`src/rtl/csr_access_unit.sv`:
```
// Zicsr read-modify-write initiator between execute and the CSR file.
// Define CSR_RO_CHECK_EN to flag writes to the read-only CSR space (addr[11:10]==2'b11) as illegal.
module csr_access_unit #(
    parameter int XLEN   = 32,
    parameter int ADDR_W = 12
) (
    input  logic              clk_i,
    input  logic              rst_i,
    input  logic              req_valid_i,
    output logic              req_ready_o,
    input  logic [2:0]        req_op_i,
    input  logic [ADDR_W-1:0] req_addr_i,
    input  logic [XLEN-1:0]   req_src_i,
    input  logic [4:0]        req_uimm_i,
    input  logic              req_rd_zero_i,
    output logic [ADDR_W-1:0] csr_addr_o,
    output logic              csr_re_o,
    output logic              csr_we_o,
    output logic [XLEN-1:0]   csr_wd_o,
    input  logic [XLEN-1:0]   csr_rd_i,
    input  logic              csr_hit_i,
    output logic              rsp_valid_o,
    input  logic              rsp_ready_i,
    output logic [XLEN-1:0]   rsp_rdata_o,
    output logic              rsp_illegal_o
);

    typedef enum logic [1:0] {
        IDLE,
        READ,
        WRITE,
        RESP
    } state_e;

    state_e              state_q;
    logic [2:0]          op_q;
    logic [XLEN-1:0]     operand_q;
    logic [4:0]          uimm_q;
    logic [XLEN-1:0]     old_q;
    logic                req_ready_q;
    logic [ADDR_W-1:0]   csr_addr_q;
    logic                csr_re_q;
    logic                csr_we_q;
    logic [XLEN-1:0]     csr_wd_q;
    logic                rsp_valid_q;
    logic [XLEN-1:0]     rsp_rdata_q;
    logic                rsp_illegal_q;

    logic                wr_en_d;
    logic                ro_viol_d;
    logic                illegal_d;
    logic [XLEN-1:0]     wdata_d;
    logic [XLEN-1:0]     operand_d;

    // Immediate forms (funct3[2]=1) take the zero-extended zimm as operand.
    assign operand_d = req_op_i[2] ? {{(XLEN-5){1'b0}}, req_uimm_i} : req_src_i;

    // Set/clear forms with a zero source register or zimm must not write.
    assign wr_en_d = (op_q[1:0] == 2'b01) ||
                     ((op_q[1:0] != 2'b00) && (uimm_q != 5'd0));

`ifdef CSR_RO_CHECK_EN
    assign ro_viol_d = wr_en_d && (csr_addr_q[ADDR_W-1 -: 2] == 2'b11);
`else
    assign ro_viol_d = 1'b0;
`endif

    assign illegal_d = (op_q[1:0] == 2'b00) || !csr_hit_i || ro_viol_d;

    always_comb begin
        wdata_d = '0;
        case (op_q[1:0])
            2'b01:   wdata_d = operand_q;
            2'b10:   wdata_d = csr_rd_i | operand_q;
            2'b11:   wdata_d = csr_rd_i & ~operand_q;
            default: wdata_d = '0;
        endcase
    end

    always_ff @(posedge clk_i or posedge rst_i) begin
        if (rst_i) begin
            state_q       <= IDLE;
            op_q          <= '0;
            operand_q     <= '0;
            uimm_q        <= '0;
            old_q         <= '0;
            req_ready_q   <= 1'b1;
            csr_addr_q    <= '0;
            csr_re_q      <= 1'b0;
            csr_we_q      <= 1'b0;
            csr_wd_q      <= '0;
            rsp_valid_q   <= 1'b0;
            rsp_rdata_q   <= '0;
            rsp_illegal_q <= 1'b0;
        end else begin
            case (state_q)
                IDLE: begin
                    if (req_valid_i) begin
                        state_q     <= READ;
                        op_q        <= req_op_i;
                        operand_q   <= operand_d;
                        uimm_q      <= req_uimm_i;
                        csr_addr_q  <= req_addr_i;
                        req_ready_q <= 1'b0;
                        csr_re_q    <= !((req_op_i[1:0] == 2'b01) && req_rd_zero_i);
                    end
                end
                READ: begin
                    csr_re_q <= 1'b0;
                    old_q    <= csr_rd_i;
                    if (wr_en_d && !illegal_d) begin
                        state_q  <= WRITE;
                        csr_we_q <= 1'b1;
                        csr_wd_q <= wdata_d;
                    end else begin
                        state_q       <= RESP;
                        rsp_valid_q   <= 1'b1;
                        rsp_rdata_q   <= illegal_d ? '0 : csr_rd_i;
                        rsp_illegal_q <= illegal_d;
                    end
                end
                WRITE: begin
                    state_q       <= RESP;
                    csr_we_q      <= 1'b0;
                    csr_wd_q      <= '0;
                    rsp_valid_q   <= 1'b1;
                    rsp_rdata_q   <= old_q;
                    rsp_illegal_q <= 1'b0;
                end
                RESP: begin
                    if (rsp_ready_i) begin
                        state_q     <= IDLE;
                        rsp_valid_q <= 1'b0;
                        req_ready_q <= 1'b1;
                    end
                end
                default: state_q <= IDLE;
            endcase
        end
    end

    assign req_ready_o   = req_ready_q;
    assign csr_addr_o    = csr_addr_q;
    assign csr_re_o      = csr_re_q;
    assign csr_we_o      = csr_we_q;
    assign csr_wd_o      = csr_wd_q;
    assign rsp_valid_o   = rsp_valid_q;
    assign rsp_rdata_o   = rsp_rdata_q;
    assign rsp_illegal_o = rsp_illegal_q;

endmodule

```
`config.mk`:
```
export PLATFORM = sky130hd
export DESIGN_NAME = csr_access_unit
export DESIGN_NICKNAME = d
export VERILOG_FILES = /design/src/rtl/csr_access_unit.sv
export SDC_FILE = /design/constraint.sdc
export NUM_CORES = 1
export LEC_CHECK = 0
export ABC_AREA = 1
export BUFFER_PORTS_ARGS = -buffer_cell sky130_fd_sc_hd__buf_4
export CORE_MARGIN = 10
export CORE_UTILIZATION = 44
export CTS_CLUSTER_SIZE = 25
export DETAILED_ROUTE_END_ITERATION = 8
export GPL_TIMING_DRIVEN = 0
export HOLD_SLACK_MARGIN = 0.15
export PLACE_DENSITY = 0.64
export SYNTH_ARGS = -nofsm -noshare
export SYNTH_HDL_FRONTEND = slang
export SYNTH_SLANG_ARGS = --single-unit
```
`constraint.sdc`:
```
create_clock -name clk_i -period 6.79 [get_ports clk_i]
set_clock_uncertainty 0.1 [all_clocks]
set_input_delay 1.358 -clock clk_i [delete_from_list [all_inputs] [get_ports clk_i]]
set_output_delay 1.358 -clock clk_i [all_outputs]
set_load 0.02 [all_outputs]
```
# --- Yosys cells after proc, flatten, opt, wreduce, memory -nomap -nowiden ---
# Index checks and enable logic that the tools add are counted.
classes:
  n_bitwise: 3
  muxes: 23
  eq_ne: 11
  n_reduce_logical: 23
op_table:
  columns: ["operator", "count"]
  rows:
  - ["32-bit 2-to-1 mux", 4]
  - ["32-bit case mux with 2 select lines", 2]
  - ["32-bit case mux with 3 select lines", 1]
  - ["32-bit bitwise AND", 1]
  - ["32-bit NOT", 1]
  - ["32-bit bitwise OR", 1]
  - ["2-bit AND reduction", 5]
  - ["2-bit equality test (second input constant)", 4]
  - ["1-bit 2-to-1 mux", 8]
  - ["2-bit != test (second input constant)", 4]
  - ["1-bit case mux with 2 select lines", 4]
  - ["2-bit case mux with 4 select lines", 1]
  - ["2-bit nonzero test", 4]
  - ["2-bit by 1-bit equality test with 1-bit output (second input constant)", 3]
  - ["3-bit AND reduction", 2]
  - ["5-bit nonzero test", 1]
  - ["2-bit zero test", 2]
  - ["2-bit 2-to-1 mux", 2]
  - ["1-bit logical AND", 3]
  - ["1-bit zero test", 3]
  - ["1-bit case mux with 3 select lines", 1]
  - ["3-bit nonzero test", 1]
  - ["1-bit logical OR", 2]
totals:
  output_inout_bits: 81
  ff_bits: 154
  wordCells: 73
  in_bits: 90

# --- Logic depth before layout (Yosys ltp) ---
depth:
  ltp_word: 6
  depth_mapped: 10
  depth_no_buf: 9

# --- Worst setup path after synthesis ---
# Ideal clock, no wire load.
synth_path:
  path_kind: "input to register"
  startpoint: "input port req_valid_i"
  endpoint: "register csr_addr_q[0], in the netlist csr_addr_o[0]"
  required_ns: 6.624
  stages: 6
  arrival_time_ns: 2.025
  setup_time_ns: 0.066
  setup_slack_ns: 4.600
  path_cell_list: "nand2_1 -> inv_1 -> buf_2 -> clkbuf_1 -> nand2_1 -> nand2_1"
synth_via:
  elab_chain_cells: 1
synth_rtl:
  columns: ["element", "line_no", "text"]
  rows:
  - ["start: declaration", "9", "input logic req_valid_i,"]
  - ["2-bit AND reduction (no line)", null, null]
  - ["end signal: assignment", "103", "csr_addr_q <= req_addr_i;"]
  - ["end: declaration", "41", "logic [ADDR_W-1:0] csr_addr_q;"]
# No other way between the ends.
# A chain may end at the register's enable or synchronous reset.

# --- Worst setup path after layout ---
layout_path:
  startpoint: "register req_ready_q, in the netlist req_ready_o"
  endpoint: "output port req_ready_o"
layout_lines:
  columns: ["element", "line_no", "text"]
  rows:
  - ["start: declaration", "40", "logic req_ready_q;"]
  - ["start signal: assignment", "87", "req_ready_q <= 1'b1;"]
  - ["start signal: assignment", "104", "req_ready_q <= 1'b0;"]
  - ["start signal: assignment", "134", "req_ready_q <= 1'b1;"]
  - ["end: declaration", "10", "output logic req_ready_o,"]
# No word-level cell between the ends.

==> results.md <==
- Walking the worst path, the cells encountered are buf_4.
- The floorplan has 46 rows.
- The worst path uses 37.88% of the clock period.
- Routability-driven placement finished with a final weighted congestion of 0.8332.
- Grouping stages by cell kind, the critical path spends the most delay in flip-flops.
- The critical path data required time is 5.33 ns.
- TritonCTS built the clock tree.
- For this design the static power due to leakage is 4.924 nW.
- The met3 wirelength from detailed routing is 1392 um.
- The final cell count without fillers is 1300.
- After synthesis, the largest family of logic cells by area is simple AND/OR/NAND/NOR gates.
- At the pin with the least slew margin, the transition time is 0.6302 ns.
- The path class of the tightest hold or removal check is register to register.
- Relative to the synthesized area, the layout overhead comes to 30.91%.
- The die outline area is 21680 um^2.
- Setup slack on the worst reg-to-reg path comes out at 4.73 ns.
- The vias per cell is 5.051.
- The number of max-slew violations in the final report is 0.
- The fraction of synthesized cell area in xor and xnor cells is 0%.
- The critical path startpoint category is a register.
- For this run, the number of Yosys warnings is 0.
- The number of cells upsized or downsized after cts is 0.
- The initial utilization of the core area, before any placement, comes to 44.85%.
- Multiplexer cells account for 0% of the synthesized area.
- The count of buffers added on input and output ports is 170.
- The start point of the worst min-delay path is rsp_rdata_o[27].
- The max-capacitance violation count is 0.
- The first global-routing pass estimated 35120 um of wire.
- The net count of the finished layout is 1165.
- The cell count after synthesis came out at 881.
- The clock reaches the later pin of the worst-skew pair after 0.43 ns.
- The fraction of synthesis flops using an asynchronous set or reset pin is 100.0%.
- From left edge to right edge, the die measures 147.2 um.
- The area of the mapped netlist is 7124 um^2.
- Summing the areas of all fa, ha and maj instances in the mapped netlist gives 0.7025% of the synthesized area.
- The diode insertion count for antenna repair is 0.
- The end of the worst hold path is rsp_rdata_o[27].
- The count of different cell masters after synthesis is 26.
- The fmax is 388.8 MHz.
- The number of global-route vias before repair is 6408.
- In this run the mean area of a mapped cell was 8.087 um^2.
- Timing analysis after detailed placement gives a worst setup slack of 4.152 ns.
- The buffering stage count on the worst path with inverters included is 1.
- The total placed cells including tap cells is 1268.
- Entering global routing, the biggest net connects 87 pins.
- No sink is reached through more buffers than the 2 on the longest clock path.
- For this design, the CTS-stage hold fixing added 0 buffers.
- Across all layers, the routed design uses 6566 vias.
- The design draws 4.664 mW.
- The maximum single-stage delay on the critical path is 0.55 ns.
- The initial antenna violation count is 0.
- The pre-antenna-repair detailed-routing pass consisted of 5 iterations.
- The largest fanout on the critical path is 2.
- The depth of the CTS H-tree is 4.
- Setup violations remaining at the end of the flow were counted as 0.
- In the global route stage, overall resource usage came out at 20.30%.
- The final core area utilization is 58.71%.
- The uppermost layer routed is met4.
- The simple-gate area share of the yosys netlist is 30.68%.
- Counting every sink on the clock net gives 154.
- Setup repair after global routing left no endpoint under its margin.
- The critical register-to-register path startpoint is state_q[1].
- The clock-pin slew reported for the worst setup and hold paths after clock tree synthesis is 0.06 ns.
- The root buffer cell chosen for the clock tree is sky130_fd_sc_hd__clkbuf_16.
- The number of cells on the worst reg-to-reg path is 8.
- The post-route DRC violation count is 0.
- The areal power density over the cells is 500.1 nW/um^2.
- The slowest stage of the critical path is the sky130_fd_sc_hd__dfstp_2 cell.
- The critical path in this run is classified as register to output pin.
- The number of failing hold endpoints at the final stage was 0.
- The number of post-CTS setup repair buffers is 0.
- Along the worst hold path, the cell count comes to 2.
- The dominant synthesized flop cell is sky130_fd_sc_hd__dfrtp_1.
- The count of nets left with antenna violations once routing finished came out at 0.
- Synthesis inferred 154 register bits.
- The run finished with clean final reports.
- The worst setup margin is 4.218 ns.
- In this run the tightest slew margin relative to its limit is 57.99%.
- Data arrives at the worst endpoint at 1.11 ns.
- After legalization and detailed placement, the total HPWL measured 16470 um.
- The worst hold-check slack is 0.3686 ns.
- The vertical die dimension is 147.2 um.
- The number of clock buffers added by TritonCTS is 17.
- For this run, the register share of the synthesized area comes to 54.11%.
- The worst voltage drop across the vdd grid is 0.0002229 V.
- The number of flops mapped to enable cells by yosys is 0.
- Of the cells placed in the final design, the portion with a size suffix greater than 1 is 23.34%.
- The core region is 15890 um^2.
- The capture instance of the worst register-to-register path is csr_wd_o[16].
- For this block, wires on met1 add up to 9660 um.
- After global routing the overflow that remains totals 0.
- Summing the areas of all compound-gate instances in the mapped netlist gives 7.780% of the synthesized area.
- The endpoint class of the critical path is an output pin.
- The routed design could run at a clock period as short as 2.572 ns.
- The sum of met2 wire segment lengths after detailed routing is 10730 um.
- The first-iteration detailed-routing DRC count is 459.
- For this block, the routed nets add up to 22090 um of wire.
- The number of nets handed over by synthesis was 975.
- In this run the count of I/O pins placed on the die edge is 171.
- In the final routed layout, each cell accounts on average for 16.99 um.
[metrics by stage]
| stage | area, um^2 | TNS, ns |
|---|---|---|
| after floorplan | 7124 | 0 |
| after global placement | 8671 | -107.20 |
| after detailed placement | 8703 | 0 |
| after CTS | 9326 | 0 |
| after global routing | 9326 | 0 |
| final | 9326 | 0 |
[Yosys cell counts (3+ instances only)]
cell | instances | area share, %
sky130_fd_sc_hd__buf_1 | 4 | 0.21
sky130_fd_sc_hd__buf_4 | 6 | 0.63
sky130_fd_sc_hd__o21ai_0 | 101 | 7.1
sky130_fd_sc_hd__dfrtp_1 | 153 | 54
sky130_fd_sc_hd__o22ai_1 | 5 | 0.44
sky130_fd_sc_hd__nor2_1 | 11 | 0.58
sky130_fd_sc_hd__ha_1 | 4 | 0.70
sky130_fd_sc_hd__nand2_1 | 329 | 17
sky130_fd_sc_hd__nand3_2 | 10 | 1.4
sky130_fd_sc_hd__clkbuf_1 | 28 | 1.5
sky130_fd_sc_hd__nand3_1 | 150 | 11
sky130_fd_sc_hd__buf_6 | 3 | 0.47
sky130_fd_sc_hd__inv_1 | 43 | 2.3
sky130_fd_sc_hd__buf_2 | 20 | 1.4
[registers in the layout, indices dropped and copies added (netlist names)]
signal and flops:
rsp_valid_o 1, csr_re_o 1, req_ready_o 1, old_q 32, csr_addr_o 12, rsp_illegal_o 1
csr_wd_o 32, csr_we_o 1, uimm_q 5, rsp_rdata_o 32, state_q 2, operand_q 32
op_q 2
[placed cells by master (no fill, tap or decap), types with 5 or more instances in the layout]
cell type / count
sky130_fd_sc_hd__inv_1: 42
sky130_fd_sc_hd__nand3_1: 150
sky130_fd_sc_hd__buf_4: 176
sky130_fd_sc_hd__clkbuf_1: 29
sky130_fd_sc_hd__dfrtp_1: 153
sky130_fd_sc_hd__nand2_1: 329
sky130_fd_sc_hd__clkbuf_16: 17
sky130_fd_sc_hd__nand3_2: 10
sky130_fd_sc_hd__o21ai_0: 101
sky130_fd_sc_hd__buf_2: 20
sky130_fd_sc_hd__nor2_1: 11
sky130_fd_sc_hd__o22ai_1: 5
[layer usage]
| layer | vias to the layer above | global-route usage, % |
|---|---|---|
| li1 | 3233 | - |
| met1 | 3123 | 26.25 |
| met2 | 191 | 32.37 |
| met3 | 19 | 5.498 |
| met4 | 0 | 6.392 |
| met5 | - | 0 |
[how the worst max path moves through the flow]
stage | from | to | slack [ns] | depth (start not counted)
after floorplan | rst_i | csr_addr_o[0] | 1.18 | 1
after global placement | rst_i | old_q[25] | -0.71 | 2
after detailed placement | req_valid_i | operand_q[5] | 4.15 | 6
after CTS | req_ready_o | req_ready_o | 4.20 | 1
after global routing | req_ready_o | req_ready_o | 4.20 | 1
final | req_ready_o | req_ready_o | 4.22 | 1
[power breakdown]
| group | switching (mW) | internal (mW) |
|---|---|---|
| clock network | 0.377 | 0.618 |
| registers | 0.202 | 1.32 |
| logic | 1.41 | 0.739 |
| total | 1.98 | 2.68 |
[kinds of logic after synthesis]
family | count (synthesis)
AO/OA/AOI/OAI | 109
adder cells (fa/ha/maj) | 4
flip-flops | 154
AND/OR/NAND/NOR | 506
buffers and inverters | 108
[area by class of cell]
type / instances / area (um^2)
plain buffers: 61 / 299.0
clock buffers: 22 / 484.2
well taps: 216 / 270.3
multi-input cells: 619 / 2790
inverters: 47 / 185.2
repair buffers: 171 / 1304
flip-flops and latches: 154 / 3855
clock inverters: 10 / 138.9
fillers: 1510 / 6559
(Power assumes the default switching activity.)
